`src/rtl/pmem_ld_pkg.sv`:
```
// pmem_ld_pkg: shared widths and FSM state encoding for the program-memory loader.
// The CHK state only exists when PMEM_LOAD_CHECKSUM_EN is defined.
package pmem_ld_pkg;

   localparam int unsigned BYTE_W  = 8;
   localparam int unsigned ADDR_W  = 8;
   localparam int unsigned INSTR_W = 12;
   localparam int unsigned HI_W    = INSTR_W - BYTE_W;
   localparam int unsigned HOLD_W  = 4;

   typedef enum logic [2:0] {
      S_IDLE = 3'd0,
      S_LEN  = 3'd1,
      S_LO   = 3'd2,
      S_HI   = 3'd3,
      S_WR   = 3'd4,
      S_HOLD = 3'd5,
`ifdef PMEM_LOAD_CHECKSUM_EN
      S_CHK  = 3'd7,
`endif
      S_RUN  = 3'd6
   } state_e;

endpackage

```
`src/rtl/pmem_ld_csum.sv`:
```
// pmem_ld_csum: 8-bit modulo-256 running sum with clear, plus compare of the
// incoming byte against the accumulated sum.
// Ports: clk, rst (async, active-high), clr_i (zero the sum), acc_i (add din_i),
//        din_i (stream byte), match_c (combinational: sum == din_i).
module pmem_ld_csum
   import pmem_ld_pkg::*;
(
   input  logic              clk,
   input  logic              rst,
   input  logic              clr_i,
   input  logic              acc_i,
   input  logic [BYTE_W-1:0] din_i,
   output logic              match_c
);

   logic [BYTE_W-1:0] sum_q;

   // Running sum; clear wins over accumulate.
   always_ff @(posedge clk or posedge rst) begin
      if (rst) begin
         sum_q <= '0;
      end else if (clr_i) begin
         sum_q <= '0;
      end else if (acc_i) begin
         sum_q <= sum_q + din_i;
      end
   end

   assign match_c = (sum_q == din_i);

endmodule

```
`src/rtl/pmem_load_ctrl.sv`:
```
// pmem_load_ctrl: loads program memory from a byte stream (length byte, then
// lo/hi byte pairs per 12-bit instruction), then holds the CPU for RELEASE_DLY
// cycles before releasing it. Define PMEM_LOAD_CHECKSUM_EN to require a trailing
// checksum byte (sum mod 256 of all previous bytes) before release.
// Ports: clk, rst (async, active-high), start, in_valid/in_data/in_ready (byte
//        stream), LEnable/LAddress/LI_port (memory write), cpu_run, busy,
//        done (1-cycle pulse on release), err (sticky checksum error).
module pmem_load_ctrl
   import pmem_ld_pkg::*;
#(
   parameter int unsigned RELEASE_DLY = 4
) (
   input  logic               clk,
   input  logic               rst,
   input  logic               start,
   input  logic               in_valid,
   input  logic [BYTE_W-1:0]  in_data,
   output logic               in_ready,
   output logic               LEnable,
   output logic [ADDR_W-1:0]  LAddress,
   output logic [INSTR_W-1:0] LI_port,
   output logic               cpu_run,
   output logic               busy,
   output logic               done,
   output logic               err
);

   state_e               state_q;
   logic                 in_ready_q;
   logic                 len_q;
   logic                 cpu_run_q;
   logic                 busy_q;
   logic                 done_q;
   logic [ADDR_W-1:0]    addr_q;
   logic [ADDR_W-1:0]    laddr_q;
   logic [BYTE_W-1:0]    cnt_q;
   logic [BYTE_W-1:0]    lo_q;
   logic [INSTR_W-1:0]   li_q;
   logic [HOLD_W-1:0]    hold_q;
   logic                 hs_c;
   logic                 restart_c;

   assign hs_c      = in_valid && in_ready_q;
   assign restart_c = start && ((state_q == S_IDLE) || (state_q == S_RUN));

`ifdef PMEM_LOAD_CHECKSUM_EN
   logic err_q;
   logic csum_acc_c;
   logic csum_match_c;

   // Length and every lo/hi byte feed the checksum; the checksum byte itself does not.
   assign csum_acc_c = hs_c && ((state_q == S_LEN) || (state_q == S_LO) || (state_q == S_HI));

   pmem_ld_csum u_csum (
      .clk     (clk),
      .rst     (rst),
      .clr_i   (restart_c),
      .acc_i   (csum_acc_c),
      .din_i   (in_data),
      .match_c (csum_match_c)
   );

   assign err = err_q;
`else
   assign err = 1'b0;
`endif

   // Load sequencer; every output is updated on the transition that enters its state.
   always_ff @(posedge clk or posedge rst) begin
      if (rst) begin
         state_q    <= S_IDLE;
         in_ready_q <= 1'b0;
         len_q      <= 1'b0;
         cpu_run_q  <= 1'b0;
         busy_q     <= 1'b0;
         done_q     <= 1'b0;
         addr_q     <= '0;
         laddr_q    <= '0;
         cnt_q      <= '0;
         lo_q       <= '0;
         li_q       <= '0;
         hold_q     <= '0;
`ifdef PMEM_LOAD_CHECKSUM_EN
         err_q      <= 1'b0;
`endif
      end else begin
         done_q <= 1'b0;
         len_q  <= 1'b0;
         case (state_q)
            S_IDLE, S_RUN: begin
               if (restart_c) begin
                  state_q    <= S_LEN;
                  in_ready_q <= 1'b1;
                  busy_q     <= 1'b1;
                  cpu_run_q  <= 1'b0;
                  addr_q     <= '0;
`ifdef PMEM_LOAD_CHECKSUM_EN
                  err_q      <= 1'b0;
`endif
               end
            end
            S_LEN: begin
               if (hs_c) begin
                  cnt_q   <= in_data;
                  state_q <= S_LO;
               end
            end
            S_LO: begin
               if (hs_c) begin
                  lo_q    <= in_data;
                  state_q <= S_HI;
               end
            end
            S_HI: begin
               // Upper nibble of the hi byte is dropped from the instruction word.
               if (hs_c) begin
                  state_q    <= S_WR;
                  in_ready_q <= 1'b0;
                  len_q      <= 1'b1;
                  laddr_q    <= addr_q;
                  li_q       <= {in_data[HI_W-1:0], lo_q};
               end
            end
            S_WR: begin
               // cnt holds instructions remaining minus one, so zero marks the last write.
               if (cnt_q == '0) begin
`ifdef PMEM_LOAD_CHECKSUM_EN
                  state_q    <= S_CHK;
                  in_ready_q <= 1'b1;
`else
                  state_q    <= S_HOLD;
                  hold_q     <= HOLD_W'(RELEASE_DLY);
`endif
               end else begin
                  addr_q     <= addr_q + ADDR_W'(1);
                  cnt_q      <= cnt_q - BYTE_W'(1);
                  state_q    <= S_LO;
                  in_ready_q <= 1'b1;
               end
            end
`ifdef PMEM_LOAD_CHECKSUM_EN
            S_CHK: begin
               if (hs_c) begin
                  in_ready_q <= 1'b0;
                  if (csum_match_c) begin
                     state_q <= S_HOLD;
                     hold_q  <= HOLD_W'(RELEASE_DLY);
                  end else begin
                     state_q <= S_IDLE;
                     busy_q  <= 1'b0;
                     err_q   <= 1'b1;
                  end
               end
            end
`endif
            S_HOLD: begin
               // Release on the RELEASE_DLY-th cycle in HOLD; <= also covers a zero load.
               if (hold_q <= HOLD_W'(1)) begin
                  hold_q    <= '0;
                  state_q   <= S_RUN;
                  cpu_run_q <= 1'b1;
                  done_q    <= 1'b1;
                  busy_q    <= 1'b0;
               end else begin
                  hold_q <= hold_q - HOLD_W'(1);
               end
            end
            default: begin
               state_q <= S_IDLE;
            end
         endcase
      end
   end

   assign in_ready = in_ready_q;
   assign LEnable  = len_q;
   assign LAddress = laddr_q;
   assign LI_port  = li_q;
   assign cpu_run  = cpu_run_q;
   assign busy     = busy_q;
   assign done     = done_q;

endmodule
```
`config.mk`:
```
export PLATFORM = sky130hd
export DESIGN_NAME = pmem_load_ctrl
export DESIGN_NICKNAME = d
export VERILOG_FILES = /design/src/rtl/pmem_ld_pkg.sv /design/src/rtl/pmem_ld_csum.sv /design/src/rtl/pmem_load_ctrl.sv
export SDC_FILE = /design/constraint.sdc
export NUM_CORES = 1
export LEC_CHECK = 0
export ABC_AREA = 1
export ABC_CLOCK_PERIOD_IN_PS = 1900
export CORE_MARGIN = 2
export CORE_UTILIZATION = 47
export CTS_CLUSTER_DIAMETER = 60
export CTS_CLUSTER_SIZE = 40
export DETAILED_ROUTE_END_ITERATION = 10
export DONT_BUFFER_PORTS = 1
export PLACE_DENSITY = 0.63
export SYNTH_ARGS = -nofsm -noshare
export SYNTH_HDL_FRONTEND = slang
export SYNTH_SLANG_ARGS = --single-unit
```
`constraint.sdc`:
```
create_clock -name clk -period 1.9 [get_ports clk]
set_clock_uncertainty 0.1 [all_clocks]
set_input_delay 0.095 -clock clk [delete_from_list [all_inputs] [get_ports clk]]
set_output_delay 0.095 -clock clk [all_outputs]
set_load 0.005 [all_outputs]
```
Word level (Yosys, flattened, before mapping)
Index checks and enable logic that the tools add are counted.
{"block": "totals", "regBits": 56}
{"block": "classes", "muxes": 29, "magnitude_cmp": 1, "reduce_logical": 19, "n_eq_ne": 13, "add_sub_neg": 3}
{"cell": "8-bit two-way mux", "n": 4}
{"cell": "8-bit case mux with 2 select lines", "n": 2}
{"cell": "3-bit two-way mux", "n": 6}
{"cell": "3-bit case mux with 6 select lines", "n": 1}
{"cell": "2-bit inequality test, second input constant", "n": 7}
{"cell": "1-bit two-way mux", "n": 10}
{"cell": "3-bit equality test, second input constant", "n": 3}
{"cell": "3-bit AND reduction", "n": 3}
{"cell": "8-bit by 1-bit adder with 8-bit output, second input constant", "n": 1}
{"cell": "8-bit logical NOT", "n": 1}
{"cell": "4-bit two-way mux", "n": 2}
{"cell": "4-bit case mux with 2 select lines", "n": 1}
{"cell": "2-bit nonzero test", "n": 4}
{"cell": "8-bit by 1-bit subtractor with 8-bit output, second input constant", "n": 1}
{"cell": "3-bit by 2-bit equality test with 1-bit output, second input constant", "n": 2}
{"cell": "2-bit AND reduction", "n": 3}
{"cell": "5-bit AND reduction", "n": 1}
{"cell": "4-bit by 1-bit less-or-equal comparator with 1-bit output, second input constant", "n": 1}
{"cell": "1-bit case mux with 2 select lines", "n": 2}
{"cell": "4-bit AND reduction", "n": 1}
{"cell": "4-bit by 1-bit subtractor with 4-bit output, second input constant", "n": 1}
{"cell": "3-bit by 1-bit equality test with 1-bit output, second input constant", "n": 1}
{"cell": "3-bit logical NOT", "n": 1}
{"cell": "1-bit case mux with 3 select lines", "n": 1}
{"cell": "other kinds (4)", "n": 5}

Logic depth before layout (Yosys ltp)
Gate-level depths: netlist of run 1.
{"block": "logic_depth", "ltp_word": 5, "depth_mapped": 9}

Worst setup path after synthesis of run 1
No wires, ideal clock.
{"block": "synth_path", "kind": "register to register", "from": "register hold_q[0]", "to": "register state_q[1]", "required_ns": 1.683, "path_buffers": 0, "arrival_ns": 1.237, "path_stages_with_launch": 9, "setup_slack_ns": 0.447, "period_less_slack_ns": 1.453, "cell_sequence": "dfrtp_1 inv_1 ha_1 o21ai_0 nand2_2 nand2_1 nor2_2 nand2_1 nand2_1"}
{"block": "synth_between", "elab_chain_len": 3}
{"element": "start: declaration", "line": "pmem_load_ctrl.sv:39", "rtl": "logic [HOLD_W-1:0] hold_q;"}
{"element": "start signal: assignment", "line": "pmem_load_ctrl.sv:132", "rtl": "hold_q <= HOLD_W'(RELEASE_DLY);"}
{"element": "start signal: assignment", "line": "pmem_load_ctrl.sv:165", "rtl": "hold_q <= hold_q - HOLD_W'(1);"}
{"element": "4-bit by 1-bit less-or-equal comparator with 1-bit output", "line": "pmem_load_ctrl.sv:158", "rtl": "if (hold_q <= HOLD_W'(1)) begin"}
{"element": "2-bit inequality test (no line)"}
{"element": "5-bit AND reduction (no line)"}
{"element": "end signal: assignment", "line": "pmem_load_ctrl.sv:137", "rtl": "state_q <= S_LO;"}
{"element": "end signal: assignment", "line": "pmem_load_ctrl.sv:160", "rtl": "state_q <= S_RUN;"}
{"element": "end signal: assignment", "line": "pmem_load_ctrl.sv:169", "rtl": "state_q <= S_IDLE;"}
{"element": "end: declaration", "line": "pmem_load_ctrl.sv:28", "rtl": "state_e state_q;"}
No other way between the ends.
A chain may end at the register's enable or synchronous reset.

Final worst setup path of run 1
Same ends and word-level chain as after synthesis.

==> results of run 1 <==
cell usage after synthesis:
library cell  instances
dfrtp_1              56
ha_1                  5
o21ai_0              32
nand2_4               1
nand2_1             128
inv_1                37
xor2_1                2
nand4_1               8
o21ai_1               9
buf_2                 7
buf_4                 1
inv_2                 7
nor2_2                5
nand2_2               3
nand3_1              27
buf_6                 2
nand3b_1              2
nor2_1               17
a21oi_1               1
xnor2_1               1
nor3_1                1
a31oi_1               1
o22ai_1               1
conb_1                1
a21oi_2               1
logic make-up after synthesis:
group | after synthesis | share of synthesized area [%]
xor gates and xnor gates | 3 | 0.950
DFF | 56 | 50.7
AOI/OAI and AO/OA | 45 | 8.37
other | 1 | 0.136
adders and majority gates | 5 | 2.26
buffers and inverters | 54 | 8.32
and+or+nand+nor | 192 | 29.3
final cells by class:
class,count,area [um2],share of cell area (%)
sequential,56,1400,46.2
multi-input combinational,246,1130,37.4
inverter,44,165,5.45
timing repair buffer,15,150,4.95
tap,72,90.1,2.97
clock buffer,5,68.8,2.27
clock inverter,3,21.3,0.702
stage by stage:
step	worst slack, ps	area (um2)
global route	43.7	3030
CTS	236	3030
finish	227	3030
detailed placement	262	2840
floorplan	334	2770
global placement	270	2840
worst max-delay path, stage by stage (launching register included):
cell     delay [ps]
dfrtp_1         400
inv_1            80
ha_1            220
o21ai_0         300
nand2_2         150
nand2_1         140
nor2_2           60
nand2_1          80
nand2_1          50
cell usage in the layout, fill, tap and decap left out:
master | netlist | routed
nor2_2 | 5 | 5
o21ai_0 | 32 | 32
xnor2_1 | 1 | 1
nand2_1 | 128 | 128
clkbuf_8 | 0 | 5
conb_1 | 1 | 1
inv_1 | 37 | 36
dlygate4sd3_1 | 0 | 10
nand4_1 | 8 | 8
xor2_1 | 2 | 2
o21ai_1 | 9 | 9
nand3b_1 | 2 | 2
ha_1 | 5 | 5
a21oi_1 | 1 | 1
clkinvlp_4 | 0 | 1
nand2_2 | 3 | 3
inv_6 | 0 | 1
nor2_1 | 17 | 17
clkinv_2 | 0 | 1
dfrtp_1 | 56 | 56
o22ai_1 | 1 | 1
nand2_4 | 1 | 1
a31oi_1 | 1 | 1
nand3_1 | 27 | 27
a21oi_2 | 1 | 1
nor3_1 | 1 | 1
inv_2 | 7 | 8
buf_12 | 0 | 1
buf_4 | 1 | 4
power by group through the flow:
| stage | registers, mW | clock network [mW] | logic (mW) |
|---|---|---|---|
| after floorplan | 1.82 | 0 | 1.14 |
| after global placement | 1.89 | 0 | 1.36 |
| after detailed placement | 1.90 | 0 | 1.38 |
| after CTS | 1.87 | 0.692 | 1.41 |
| after global routing | 1.93 | 0.744 | 1.65 |
| final | 1.87 | 0.685 | 1.40 |
final timing paths:
path / start / end / slack [ps] / cells past startpoint
worst max-delay path: hold_q[0]$_DFFE_PP0P_ / state_q[1]$_DFFE_PP0P_ / 230 / 8
worst min-delay path: in_valid / LEnable$_DFF_PP0_ / 70 / 3
worst max register to register: hold_q[0]$_DFFE_PP0P_ / state_q[1]$_DFFE_PP0P_ / 230 / 8
worst min register to register: lo_q[3]$_DFFE_PP0P_ / LI_port[3]$_DFFE_PP0P_ / 380 / 2
max in group asynchronous: rst / lo_q[3]$_DFFE_PP0P_ / 980 / 3
min in group asynchronous: rst / cpu_run$_DFFE_PP0P_ / 170 / 2
what timing repair did:
action | 4_1_cts | 5_1_grt
hold buffers | 10 | 0
buffers inserted | 0 | 0
hold endpoints to repair | 42 | 0
flip-flops by register name, summed over array words and instances, names as in the netlist:
name	count
in_ready	1
cnt_q	8
LEnable	1
hold_q	4
addr_q	8
done	1
state_q	3
LAddress	8
cpu_run	1
lo_q	8
LI_port	12
busy	1
layer usage:
layer,vias to the layer above,global-route usage (%),share of wire [%]
met3,6,4.27,4.0
met1,989,26.9,53
met2,46,28.0,42
met5,-,0,0
met4,0,6.95,1.2
li1,1143,-,-
==> impl_metrics.json, run 1 <==
{
  "status": "completed",
  "slew_headroom_pct": 64.6,
  "synthCells": 356,
  "coreArea_um2": 5610,
  "fin_tns_setup_ps": 0,
  "final_core_util_pct": 54.1,
  "place_congestion": 0.799,
  "clk_path_buf_depth": 2,
  "netlist_area_um2": 2770,
  "io_buffers": 0,
  "p_sw_share_pct": 41.5,
  "num_rows": 27,
  "vias": 2184,
  "initial_core_util_pct": 49.3,
  "cap_violations": 0,
  "post_cts_resized": 0,
  "period_minus_slack_ps": 1670,
  "finalMaxSlewViolations": 0,
  "vdd_drop_max_mv": 0.582,
  "h-tree-depth": 2,
  "dieArea_um2": 6520,
  "yosysTopAreaCell": "dfrtp_1",
  "fin_nets": 385,
  "drtIter0Drc": 120,
  "synth_area_leaders": "dfrtp_1, nand2_1, o21ai_0",
  "synth_nets": 373,
  "tightest_slew_ps": 531,
  "route.detailed.drc": 0,
  "crit_fanout": 6,
  "layoutNonFillerInstCount": 441,
  "finalHoldViolCount": 0,
  "syn_avg_cell_area_um2": 7.77,
  "antenna_found_initial": 0,
  "switchingPower_mw": 1.64,
  "io_pins": 38,
  "fill_cells": 541,
  "pwr-share-clk_pct": 17.3,
  "powerDensity_nw_per_um2": 1310,
  "drt_pass1_iterations": 4,
  "area_growth_syn_to_layout_pct": 9.59,
  "hp-class": "in2reg",
  "clock_sinks": 56,
  "cp-start-kind": "flop",
  "whs_ps": 68.5,
  "leakagePower_nw": 1.59,
  "yosys_warnings": 0,
  "cts.reportedPaths.clkPinSlew_ps": 110,
  "comb_power_share_pct": 35.4,
  "seqPwrFrac_pct": 47.3,
  "synth_top_area_share_pct": 50.7,
  "routed_wl_mm": 5.69,
  "end_kind": "flop",
  "die_w_um": 80.7,
  "num_antenna_cells": 0,
  "ys_ff_latch": 56,
  "hpwl_mm": 4.10,
  "synth-seq-area-share_pct": 50.7,
  "place_inst": 423,
  "rsz0062_at_grt": "no",
  "grt_pass1_wl_mm": 9.38,
  "drive_gt1_share_pct": 8.40,
  "cp_data_required_time_ps": 2010,
  "drtAntennaViolNets": 0,
  "grt_max_degree": 34,
  "cp.arrival_ps": 1790,
  "p_int_mw": 2.32,
  "setup_viol_count_final": 0,
  "cts_buffers": 5,
  "fmax_mhz": 598,
  "grt_usage_pct": 18.8,
  "path_class": "reg2reg",
  "cts_tree": "yes",
  "grt_pass1_vias": 1976,
  "routed_via_density": 4.95,
  "routedWlPerCell_um": 12.9,
  "power_mw": 3.96,
  "post-route-period-util_pct": 88.1,
  "grt-ovfl-total": 0,
  "synth_cell_types": 25,
  "die_height_um": 80.7,
  "clock_latency_ps": 310,
  "ctsRootBufferMaster": "clkbuf_8"
}
Note: power is estimated with default switching activity, not from simulation.
==> inputs of run 2 (changes only) <==
Settings changed: CORE_ASPECT_RATIO set to 1.2, PLACE_DENSITY 0.63 to 0.62.
==> impl_metrics.json, run 2 (synthesized netlist as in run 1, its figures left out) <==
{
  "fmax_mhz": 607,
  "reg2regPathDepth": 8,
  "path_delay_family": "simple AND/OR/NAND/NOR gates",
  "worst-path-buf-inv": 1,
  "rsz0062_at_grt": "no",
  "crit_fanout": 6,
  "route.detailed.drc": 0,
  "seqPwrFrac_pct": 48.0,
  "hpwl_mm": 4.11,
  "routed_via_density": 4.98,
  "routed_wl_mm": 5.57,
  "leakagePower_nw": 1.59,
  "period_minus_slack_ps": 1650,
  "initial_core_util_pct": 48.8,
  "design_area_um2": 3040,
  "crit_chain": "inv_1 -> ha_1 -> o21ai_0 -> nand2_2 -> nand2_1 -> nor2_2 -> nand2_1 -> nand2_1",
  "num_rows": 30,
  "fin_ws_ps": 252,
  "hp-class": "in2reg",
  "grt_usage_pct": 19.0,
  "end_kind": "flop",
  "cts_tree": "yes",
  "fin_tns_setup_ps": 0,
  "h-tree-depth": 2,
  "cpPeakStageDelay_ps": 400,
  "routedWlPerCell_um": 12.4,
  "pwr-share-clk_pct": 16.7,
  "die_height_um": 88.0,
  "finalHoldViolCount": 0,
  "cp.arrival_ps": 1750,
  "switchingPower_mw": 1.60,
  "area_growth_syn_to_layout_pct": 9.95,
  "setup_viol_count_final": 0,
  "cts.reportedPaths.clkPinSlew_ps": 100,
  "finalMaxSlewViolations": 0,
  "cp_slowest_cell": "dfrtp_1",
  "place_congestion": 0.888,
  "final_cell_mix": "nand2_1, dfrtp_1, inv_1",
  "grt_pass1_vias": 2078,
  "io_pins": 38,
  "tightest_slew_ps": 521,
  "final_common_cell": "nand2_1",
  "die_w_um": 74.0,
  "comb_power_share_pct": 35.3,
  "p_int_mw": 2.31,
  "drtAntennaViolNets": 0,
  "p_sw_share_pct": 40.9,
  "clk_path_buf_depth": 2,
  "num_antenna_cells": 0,
  "pre_cts_ws_ps": 282,
  "cp_data_required_time_ps": 2000,
  "coreArea_um2": 5670,
  "fin_nets": 385,
  "grt_max_degree": 44,
  "status": "completed",
  "io_buffers": 0,
  "path_depth": 8,
  "clock_sinks": 56,
  "path_common_cell": "nand2_1",
  "drtIter0Drc": 91,
  "ctsRootBufferMaster": "clkbuf_8",
  "placed_area_um2": 2850,
  "met1_usage_pct": 23.4,
  "antenna_found_initial": 0,
  "grt_pass1_wl_mm": 9.54,
  "cts_buffers": 5,
  "multi_input_area_um2": 1130,
  "layoutNonFillerInstCount": 449,
  "vdd_drop_max_mv": 0.819,
  "place_inst": 431,
  "cp-start-kind": "flop",
  "hold_depth": 3,
  "slew_headroom_pct": 65.2,
  "use_met3_pct": 4.83,
  "powerDensity_nw_per_um2": 1290,
  "post_cts_resized": 0,
  "use_met2_pct": 31.4,
  "post-route-period-util_pct": 86.7,
  "path_class": "reg2reg",
  "largest_reg_flops": 12,
  "dieArea_um2": 6520,
  "busiest_layer": "met2",
  "clock_latency_ps": 310,
  "cap_violations": 0,
  "drt_pass1_iterations": 4,
  "grt-ovfl-total": 0,
  "drive_gt1_share_pct": 8.40,
  "seq_area_um2": 1400,
  "fill_cells": 537,
  "vias": 2238,
  "power_mw": 3.91
}
==> run 2: cell counts in the layout (fill, tap and decap cells not counted) <==
Identical to the previous run, type by type.
==> run 2: worst paths after layout <==
path	from	end	slack, ps
worst min-delay path	in_valid	LEnable$_DFF_PP0_	50
worst max register to register	hold_q[0]$_DFFE_PP0P_	state_q[1]$_DFFE_PP0P_	250
worst max-delay path	hold_q[0]$_DFFE_PP0P_	state_q[1]$_DFFE_PP0P_	250
min in group asynchronous	rst	done$_DFF_PP0_	80
worst min register to register	lo_q[5]$_DFFE_PP0P_	LI_port[5]$_DFFE_PP0P_	380
max in group asynchronous	rst	cnt_q[0]$_DFFE_PP0P_	1090
==> run 2: metal layers <==
metal	part of all wire, %	vias to the layer above
li1	-	1146
met4	2.6	0
met2	49	36
met5	0	-
met1	44	1046
met3	4.4	10
==> run 2: power by group through the flow <==
stage	registers, mW	clock network (mW)	logic, mW
2_1_floorplan	1.82	0	1.14
3_3_place_gp	1.89	0	1.36
3_5_place_dp	1.91	0	1.37
4_1_cts	1.88	0.678	1.40
5_1_grt	1.93	0.723	1.64
6_report	1.88	0.654	1.38
==> run 2: metrics by stage <==
stage | hold slack [ps] | util, %
floorplan | 138 | -
global placement | -146 | 50.3
detailed placement | -144 | 50.3
CTS | 52.4 | 53.7
global route | 78.6 | 53.7
finish | 54.5 | 53.7
==> run 2: repair_timing <==
item                                    CTS  global route
hold buffers                             10             0
setup buffers                             0             0
endpoints found under the hold margin    74             0
endpoints found under the setup margin    0             0
==> run 2: worst min-delay path: stages <==
cell and delay [ps]:
nand2_1 90, nor2_2 60, buf_4 170
==> run 2: area by class of cell <==
cell class	instances	area share, %
flip-flops and latches	56	46.1
repair buffers	15	4.94
inverters	44	5.43
clock inverters	3	0.699
well taps	80	3.29
clock buffers	5	2.26
multi-input cells	246	37.3
